[config.mk]
export PLATFORM = sky130hd
export DESIGN_NAME = crypt_sequencer_flat
export DESIGN_NICKNAME = d
export VERILOG_FILES = /design/src/rtl/crypt_sequencer_if.sv /design/src/rtl/crypt_sequencer.sv /design/src/flat_wrapper.sv
export SDC_FILE = /design/constraint.sdc
export NUM_CORES = 1
export LEC_CHECK = 0
export BUFFER_PORTS_ARGS = -buffer_cell sky130_fd_sc_hd__buf_2
export CORE_ASPECT_RATIO = 1.5
export CORE_MARGIN = 2
export CORE_UTILIZATION = 53
export DETAILED_ROUTE_END_ITERATION = 12
export GPL_ROUTABILITY_DRIVEN = 0
export PLACE_DENSITY = 0.86
export SLEW_MARGIN = 15
export SYNTH_ARGS = -nofsm -noshare
export SYNTH_HDL_FRONTEND = slang
export SYNTH_SLANG_ARGS = --single-unit
[constraint.sdc]
create_clock -name clk_i -period 4.07 [get_ports clk_i]
set_input_delay 0.407 -clock clk_i [delete_from_list [all_inputs] [get_ports clk_i]]
set_output_delay 0.407 -clock clk_i [all_outputs]
set_load 0.005 [all_outputs]
[src/rtl/crypt_sequencer_if.sv]
// Handshake and datapath-control bundle between the round sequencer and its environment.
// The master side is the sequencer; the slave side is the block source/sink and datapath.
interface crypt_sequencer_if #(
    parameter int RW = 4
);
    logic          in_valid;
    logic          in_ready;
    logic          out_valid;
    logic          out_ready;
    logic          dp_load;
    logic          dp_round_en;
    logic [RW-1:0] dp_round_idx;
    logic          dp_decrypt;

    modport master (
        input  in_valid,
        input  out_ready,
        output in_ready,
        output out_valid,
        output dp_load,
        output dp_round_en,
        output dp_round_idx,
        output dp_decrypt
    );

    modport slave (
        output in_valid,
        output out_ready,
        input  in_ready,
        input  out_valid,
        input  dp_load,
        input  dp_round_en,
        input  dp_round_idx,
        input  dp_decrypt
    );
endinterface

[src/rtl/crypt_sequencer.sv]
// Round sequencer: accepts a block, steps the datapath through nr+1 rounds in forward or
// reverse key order, then holds the result until the consumer takes it.
module crypt_sequencer #(
    parameter int RW = 4,
    parameter int CW = 16
) (
    input  logic                 clk_i,
    input  logic                 rst_i,
    input  logic [31:0]          cfg_i,
    crypt_sequencer_if.master    bus,
    output logic                 cfg_lock_o,
    output logic [CW-1:0]        blk_count_o
);
    typedef enum logic [1:0] {
        IDLE = 2'd0,
        RUN  = 2'd1,
        HOLD = 2'd2
    } state_t;

    localparam logic [RW-1:0] RCNT_ONE = {{(RW-1){1'b0}}, 1'b1};
    localparam logic [CW-1:0] BLK_ONE  = {{(CW-1){1'b0}}, 1'b1};

    state_t        state_q;
    logic [RW-1:0] rcnt_q;
    logic [RW-1:0] nr_q;
    logic          dir_q;
    logic [CW-1:0] blk_count_q;
    logic          round_en_q;
    logic [RW-1:0] round_idx_q;
    logic          out_valid_q;
    logic          lock_q;

    logic          in_ready;
    logic          accept;
    logic          unused_cfg;

    // Bits of the configuration word outside the run/dir/rounds fields have no effect.
    assign unused_cfg = ^cfg_i[31:RW+2];

    // Input acceptance: only in IDLE, only in run mode, never while reset is asserted.
    always_comb begin
        in_ready = 1'b0;
        if (!rst_i && (state_q == IDLE)) begin
            in_ready = cfg_i[0];
        end else begin
            in_ready = 1'b0;
        end
    end

    assign accept = in_ready & bus.in_valid;

    // Sequencer FSM; every datapath-facing output is a flop set for the upcoming state.
    always_ff @(posedge clk_i) begin
        if (rst_i) begin
            state_q     <= IDLE;
            rcnt_q      <= '0;
            nr_q        <= '0;
            dir_q       <= 1'b0;
            blk_count_q <= '0;
            round_en_q  <= 1'b0;
            round_idx_q <= '0;
            out_valid_q <= 1'b0;
            lock_q      <= 1'b0;
        end else begin
            case (state_q)
                IDLE: begin
                    if (accept) begin
                        state_q     <= RUN;
                        nr_q        <= cfg_i[RW+1:2];
                        dir_q       <= cfg_i[1];
                        rcnt_q      <= '0;
                        round_en_q  <= 1'b1;
                        round_idx_q <= cfg_i[1] ? cfg_i[RW+1:2] : '0;
                        lock_q      <= 1'b1;
                    end
                end
                RUN: begin
                    // Compare before incrementing so nr = 2^RW-1 never wraps rcnt.
                    if (rcnt_q == nr_q) begin
                        state_q     <= HOLD;
                        round_en_q  <= 1'b0;
                        round_idx_q <= '0;
                        out_valid_q <= 1'b1;
                    end else begin
                        rcnt_q      <= rcnt_q + RCNT_ONE;
                        round_idx_q <= dir_q ? (nr_q - rcnt_q - RCNT_ONE) : (rcnt_q + RCNT_ONE);
                    end
                end
                HOLD: begin
                    if (bus.out_ready) begin
                        state_q     <= IDLE;
                        out_valid_q <= 1'b0;
                        lock_q      <= 1'b0;
                        blk_count_q <= blk_count_q + BLK_ONE;
                    end
                end
                default: begin
                    state_q     <= IDLE;
                    rcnt_q      <= '0;
                    round_en_q  <= 1'b0;
                    round_idx_q <= '0;
                    out_valid_q <= 1'b0;
                    lock_q      <= 1'b0;
                end
            endcase
        end
    end

    assign bus.in_ready     = in_ready;
    assign bus.dp_load      = accept;
    assign bus.dp_round_en  = round_en_q;
    assign bus.dp_round_idx = round_idx_q;
    assign bus.dp_decrypt   = dir_q;
    assign bus.out_valid    = out_valid_q;
    assign cfg_lock_o       = lock_q;
    assign blk_count_o      = blk_count_q;
endmodule

[src/flat_wrapper.sv]
// flat-port wrapper written by rule: the top's interface ports become plain ports
module crypt_sequencer_flat 
#(
    parameter int RW = 4,
    parameter int CW = 16
)
  (clk_i, rst_i, cfg_i, cfg_lock_o, blk_count_o, bus_in_valid, bus_out_ready, bus_in_ready, bus_out_valid, bus_dp_load, bus_dp_round_en, bus_dp_round_idx, bus_dp_decrypt);
  crypt_sequencer_if #(.RW(RW)) bus_i ();
  input  logic clk_i;
  input  logic rst_i;
  input  logic [31:0] cfg_i;
  output logic cfg_lock_o;
  output logic [CW-1:0] blk_count_o;
  input wire logic [$bits(bus_i.in_valid)-1:0] bus_in_valid;
  input wire logic [$bits(bus_i.out_ready)-1:0] bus_out_ready;
  output wire logic [$bits(bus_i.in_ready)-1:0] bus_in_ready;
  output wire logic [$bits(bus_i.out_valid)-1:0] bus_out_valid;
  output wire logic [$bits(bus_i.dp_load)-1:0] bus_dp_load;
  output wire logic [$bits(bus_i.dp_round_en)-1:0] bus_dp_round_en;
  output wire logic [$bits(bus_i.dp_round_idx)-1:0] bus_dp_round_idx;
  output wire logic [$bits(bus_i.dp_decrypt)-1:0] bus_dp_decrypt;
  assign bus_i.in_valid = bus_in_valid;
  assign bus_i.out_ready = bus_out_ready;
  assign bus_in_ready = bus_i.in_ready;
  assign bus_out_valid = bus_i.out_valid;
  assign bus_dp_load = bus_i.dp_load;
  assign bus_dp_round_en = bus_i.dp_round_en;
  assign bus_dp_round_idx = bus_i.dp_round_idx;
  assign bus_dp_decrypt = bus_i.dp_decrypt;
  crypt_sequencer #(.RW(RW), .CW(CW)) u_core (.clk_i(clk_i), .rst_i(rst_i), .cfg_i(cfg_i), .bus(bus_i), .cfg_lock_o(cfg_lock_o), .blk_count_o(blk_count_o));
endmodule
==> flow_summary_export.csv, run 1 <==
group,metric,value,unit
timing,skew,0.001755,ns
clock_tree,cts.sinks,34,
layout,antenna_cells,0,
power,power.switching,175.7,uW
global_routing,first_global_vias,1537,
setup_path,r2r-end,"u_core.blk_count_o[15]",
clock_tree,cts.repair.resized,0,
drt,final_antenna_net_count,0,
placement,dp_hpwl,2790,um
hold_path,hold_path_depth,3,
drt,wl_per_cell,14.22,um
power,pwr-share-comb,10.9,%
timing,setup_viol_count_final,0,
synth,dominantRegCellSynth,"dfxtp_1",
global_routing,overflow,0,
hold_path,worstHoldStart,"cfg_i[2]",
setup_path,reg2reg_depth,4,
timing,timing.final.ws_setup,1.974,ns
clock_tree,postCtsSetupBuffers,0,
drt,drtIter0Drc,64,
synth,synthDistinctLibCells,46,
layout,final_nets,281,
setup_path,rrSetupSlack,2.02,ns
die,die_area,3785,um2
power,pwr-share-seq,49.1,%
power,p_clk_share,40.0,%
timing,max_freq,0.4770,GHz
synth,yosys.area.top_type,"dfxtp_1",
timing,drv_slew,0,
global_routing,grt_usage,23.87,%
synth,synth_common_cells,"dfxtp_1, nand2_1, a21oi_1, nor2_1, inv_1",
timing,finalSetupTns,0,ns
clock_tree,path_clk_slew,0.07,ns
timing,fin_hold_ws,0.3236,ns
synth,async_flop_share,0,%
global_routing,grt_pass1_wl,6796,um
setup_path,crit_path_start_kind,"flop",
synth,synth_area_leaders,"dfxtp_1, a21oi_1, nand2_1, xor2_1, nor2_1",
synth,syn_nets,248,
synth,yosys.cell_count.top_type,"dfxtp_1",
layout,layout-drive-gt1-share,21.25,%
layout,area_growth,16.24,%
placement,portBuffers,35,
timing,hold_viol,0,
clock_tree,clockBufferDepth,2,
flow_run,drv_cap,0,
die,start_util,55.37,%
power,ir_drop,0.0002150,V
timing,min_period_over_period,51.51,%
die,die-width,50.91,um
clock_tree,cts_tree,"built",
global_routing,grt_max_degree,36,
synth,synth_area_per_cell,8.491,um2
drt,drc,0,
synth,synth-edff-count,0,
setup_path,end_kind,"output pin",
placement,dp_slack,2.036,ns
synth,syn_area,1749,um2
synth,synth_seq_cells,34,
setup_path,path_max_fanout,15,
drt,vias,1604,
hold_path,hold_end,"u_core.nr_q[0]",
clock_tree,insertion_delay,0.28,ns
power,p_int,548.3,uW
die,io_pins,62,
layout,stdcell_area,2033,um2
setup_path,required,3.66,ns
die,die_y,74.36,um
outcome,status,"finished clean",
setup_path,r2r_start,"u_core.state_q[1]",
synth,ys_seq_area_share,38.91,%
drt,dr.pass1.iters,4,
drt,finalWirelength,3981,um
synth,netlist_instances,206,
die,core,3159,um2
clock_tree,cts_htree_levels,2,
power,p_leak,0.8370,nW
hold_path,hp-class,"in -> reg",
die,rows,25,
clock_tree,cts-root-buf,"clkbuf_8",
timing,rsz0062_at_grt,"no",
timing,tightest_slew,0.5957,ns
power,p_sw_share,24.27,%
power,powerDensity,356.1,nW/um2
timing,fin_crit,2.096,ns
clock_tree,ctsHoldBuffers,0,
synth,ys_warn_count,0,
placement,place_area,1923,um2
setup_path,worstSetupPathType,"reg -> out",
clock_tree,numCtsBuffers,5,
global_routing,antenna_found_initial,0,
synth,synth.top_cell.area_share,38.91,%
layout,num-fill-cells,291,
timing,relSlewSlack,60.29,%
drt,drt-vias-per-instance,5.729,
setup_path,worst_ep_arrival_time,1.69,ns
[power by group through the flow]
stage               clock network (mW)  registers (mW)  logic [mW]
floorplan                            0           0.358      0.0564
global placement                     0           0.362      0.0759
detailed placement                   0           0.363      0.0771
CTS                              0.298           0.355      0.0785
global route                     0.312           0.357      0.0892
finish                           0.290           0.355      0.0788
[cell type report]
class,instances,area [um2],share of cell area (%)
Sequential cell,34,680.7,33.48
Multi-Input combinational cell,152,975.9,48.00
Timing Repair Buffer,35,175.2,8.615
Tap cell,40,50.05,2.462
Clock buffer,8,110.1,5.415
Inverter,11,41.29,2.031
[worst max path at each step]
stage	slack, ns	depth (start not counted)	start	to
floorplan	2.45	6	u_core.rcnt_q[2]	u_core.bus.dp_round_idx[3]
global placement	2.01	5	rst_i	bus_dp_load
detailed placement	2.04	5	rst_i	bus_dp_load
CTS	1.97	4	u_core.state_q[1]	bus_dp_load
global route	1.79	4	u_core.state_q[1]	bus_dp_load
finish	1.97	4	u_core.state_q[1]	bus_dp_load
[critical path, stage by stage, from the launching register on]
cell and delay [ns]:
dfxtp_1 0.44, nor3_1 0.28, nand3_1 0.31, inv_2 0.23, buf_2 0.14
[flip-flops by register name (all words and copies together), names as in the netlist]
name,count
u_core.bus.dp_decrypt,1
u_core.cfg_lock_o,1
u_core.nr_q,4
u_core.rcnt_q,4
u_core.bus.dp_round_en,1
u_core.state_q,2
u_core.blk_count_o,16
u_core.bus.dp_round_idx,4
u_core.bus.out_valid,1
[routing by layer]
metal,GRT usage [%],up-vias,share of wire (%)
li1,-,803,-
met1,25.75,736,40
met2,41.56,49,52
met3,4.819,16,4.6
met4,16.22,0,4.3
met5,0,-,0
[placed cells by master (no fill, tap or decap), types with 2 or more instances in the layout]
cell type / count
a211oi_1: 2
a21oi_1: 17
a22oi_1: 2
a32oi_1: 2
and3_1: 4
buf_2: 35
clkbuf_8: 8
dfxtp_1: 34
ha_1: 5
inv_1: 10
mux2i_1: 3
nand2_1: 21
nand3_1: 9
nand3b_1: 3
nand4_1: 6
nor2_1: 17
nor3_1: 2
o21ai_0: 5
o21ai_1: 4
o21bai_1: 3
o22ai_1: 3
o31ai_1: 6
or3_1: 5
or4_1: 3
xnor2_1: 3
xor2_1: 9
[logic make-up after synthesis]
| family | count (synthesis) | synth area share [%] |
|---|---|---|
| DFF | 34 | 38.91 |
| adders and majority gates | 6 | 4.721 |
| AOI/OAI and AO/OA | 50 | 18.17 |
| muxes | 3 | 1.717 |
| buffers and inverters | 20 | 5.293 |
| and+or+nand+nor | 81 | 25.18 |
| xor gates and xnor gates | 12 | 6.009 |
[stage by stage]
| stage | total power, mW | utilization, % | std cells |
|---|---|---|---|
| global placement | 0.4381 | 60.87 | 272 |
| CTS | 0.7321 | 64.36 | 280 |
| detailed placement | 0.4396 | 60.87 | 272 |
| finish | 0.7240 | 64.36 | 280 |
| global route | 0.7576 | 64.36 | 280 |
| floorplan | 0.4147 | - | 206 |
Power figures use the tool's default switching activity.
==> run 2: changes to the inputs <==
--- a/config.mk
+++ b/config.mk
@@ -5,13 +5,14 @@
 export SDC_FILE = /design/constraint.sdc
 export NUM_CORES = 1
 export LEC_CHECK = 0
+export ABC_AREA = 1
 export BUFFER_PORTS_ARGS = -buffer_cell sky130_fd_sc_hd__buf_2
 export CORE_ASPECT_RATIO = 1.5
 export CORE_MARGIN = 2
-export CORE_UTILIZATION = 53
+export CORE_UTILIZATION = 49
 export DETAILED_ROUTE_END_ITERATION = 12
 export GPL_ROUTABILITY_DRIVEN = 0
-export PLACE_DENSITY = 0.86
+export PLACE_DENSITY = 0.81
 export SLEW_MARGIN = 15
 export SYNTH_ARGS = -nofsm -noshare
 export SYNTH_HDL_FRONTEND = slang
==> constraint.sdc (replaced) <==
create_clock -name clk_i -period 2.1 [get_ports clk_i]
set_input_delay 0.21 -clock clk_i [delete_from_list [all_inputs] [get_ports clk_i]]
set_output_delay 0.21 -clock clk_i [all_outputs]
set_load 0.005 [all_outputs]
==> flow_summary_export.csv, run 2 <==
group,metric,value,unit
synth,dominantRegCellSynth,"dfxtp_1",
timing,min_period_over_period,86.64,%
timing,timing.final.ws_setup,0.2805,ns
synth,synthDistinctLibCells,29,
power,p_leak,0.9104,nW
power,pwr-share-seq,48.3,%
synth,synth-edff-count,0,
power,p_clk_share,41.3,%
synth,async_flop_share,0,%
layout,area_growth,18.21,%
clock_tree,cts_htree_levels,2,
die,io_pins,62,
power,power.switching,328.8,uW
synth,ys_seq_area_share,39.00,%
setup_path,rrSetupSlack,0.28,ns
timing,drv_slew,0,
layout,layout.cells.non_filler,329,
power,pwr-share-comb,10.4,%
die,die_area,4065,um2
clock_tree,insertion_delay,0.27,ns
setup_path,crit_path_start_kind,"flop",
layout,layout_common_cells,"nand2_1, buf_2, inv_1, dfxtp_1, a21oi_1",
global_routing,grt_max_degree,19,
synth,syn_area,1745,um2
clock_tree,cts.repair.resized,0,
drt,wl_per_cell,11.54,um
setup_path,path_max_fanout,13,
layout,antenna_cells,0,
drt,drc,0,
die,start_util,51.10,%
setup_path,r2r-end,"u_core.bus.dp_round_idx[1]",
global_routing,overflow,0,
synth,synth_area_leaders,"dfxtp_1, nand2_1, inv_1, a21oi_1, o21ai_0",
setup_path,worst_ep_arrival_time,1.61,ns
synth,netlist_instances,248,
timing,finalSetupTns,0,ns
synth,synth.top_cell.area_share,39.00,%
setup_path,worstSetupPathType,"reg -> out",
drt,final_antenna_net_count,0,
timing,hold_viol,0,
synth,syn_nets,290,
timing,fin_crit,1.820,ns
outcome,status,"finished clean",
drt,vias,1693,
placement,portBuffers,35,
drt,drtIter0Drc,31,
clock_tree,cts-root-buf,"clkbuf_8",
die,die_y,77.10,um
synth,synth_area_per_cell,7.038,um2
timing,skew,0.003741,ns
drt,dr.pass1.iters,4,
clock_tree,postCtsSetupBuffers,0,
placement,dp.cells,321,
layout,stdcell_area,2063,um2
global_routing,first_global_vias,1521,
timing,setup_viol_count_final,0,
hold_path,hp-class,"in -> reg",
clock_tree,numCtsBuffers,5,
layout,layout_commonest_cell,"nand2_1",
power,p_int,1.072,mW
drt,drt-vias-per-instance,5.146,
global_routing,grt_pass1_wl,6437,um
layout,layout-drive-gt1-share,19.16,%
synth,synth_seq_cells,34,
global_routing,antenna_found_initial,0,
die,core,3416,um2
power,powerDensity,679.0,nW/um2
clock_tree,clockBufferDepth,2,
setup_path,end_kind,"output pin",
global_routing,grt_usage,20.75,%
placement,dp_slack,0.2900,ns
die,die-width,52.73,um
power,p_sw_share,23.47,%
clock_tree,path_clk_slew,0.07,ns
placement,place_area,1957,um2
setup_path,startpoint,"u_core.state_q[1]",
setup_path,reg2reg_depth,9,
layout,largest_reg_flops,16,
die,rows,26,
timing,max_freq,0.5496,GHz
drt,finalWirelength,3797,um
timing,rsz0062_at_grt,"no",
setup_path,required,1.89,ns
clock_tree,ctsHoldBuffers,0,
synth,synth_common_cells,"nand2_1, dfxtp_1, inv_1",
layout,final_nets,328,
timing,relSlewSlack,68.58,%
setup_path,r2r_start,"u_core.rcnt_q[0]",
power,ir_drop,0.0007539,V
clock_tree,cts_tree,"built",
setup_path,crit_end,"bus_dp_load",
timing,tightest_slew,0.4699,ns
placement,dp_hpwl,3010,um
synth,ys_warn_count,0,
clock_tree,cts.sinks,34,
synth,yosys.cell_count.top_type,"nand2_1",
synth,yosys.area.top_type,"dfxtp_1",
flow_run,drv_cap,0,
## run 2: cells by family after synthesis
kind of cell	count (synthesis)	share of synthesized area, %
AO/OA/AOI/OAI	51	16.20
XOR/XNOR	2	1.004
adder cells (fa/ha/maj)	6	4.731
buffers and inverters	39	8.674
flip-flops	34	39.00
multiplexers	1	0.5735
AND/OR/NAND/NOR	115	29.82
## run 2: how the worst min path moves through the flow
stage,from,slack (ns),end,depth (start not counted)
after floorplan,cfg_i[4],0.32,u_core.nr_q[2],2
after CTS,cfg_i[4],0.14,u_core.nr_q[2],3
after global placement,cfg_i[4],0.43,u_core.nr_q[2],3
after global routing,cfg_i[4],0.16,u_core.nr_q[2],3
after detailed placement,cfg_i[4],0.43,u_core.nr_q[2],3
final,cfg_i[4],0.15,u_core.nr_q[2],3
## run 2: power by group through the flow
| stage | sequential [mW] | combinational [mW] | clock, mW |
|---|---|---|---|
| after floorplan | 0.690 | 0.100 | 0 |
| after global placement | 0.691 | 0.143 | 0 |
| after detailed placement | 0.691 | 0.147 | 0 |
| after CTS | 0.676 | 0.147 | 0.594 |
| after global routing | 0.678 | 0.168 | 0.621 |
| final | 0.676 | 0.146 | 0.579 |
## run 2: worst max-delay path, stage by stage, from the launching register on
cell	delay (ns)
dfxtp_1	0.33
nor2_1	0.25
nand4_1	0.44
inv_1	0.18
buf_2	0.13
## run 2: per-stage QoR
step	hold slack [ns]	power, mW	utilization (%)
after floorplan	0.3205	0.7897	-
after global placement	0.4273	0.8340	57.29
after detailed placement	0.4291	0.8381	57.29
after CTS	0.1402	1.418	60.40
after global routing	0.1570	1.468	60.40
final	0.1490	1.401	60.40
## run 2: layer usage
metal,global-route usage [%],vias up,part of all wire [%]
met5,0,-,0
met4,8.974,0,2.0
met3,5.253,8,4.4
met2,36.88,40,53
met1,22.00,758,40
li1,-,887,-
## run 2: area by class of cell
cell class                 count  area, um2
fill                         333       1353
multi-input combinational    175      913.4
sequential                    34      680.7
timing repair buffer          36      182.7
inverter                      34      127.6
clock buffer                   7      76.32
tap                           42      52.55
clock inverter                 1      30.03
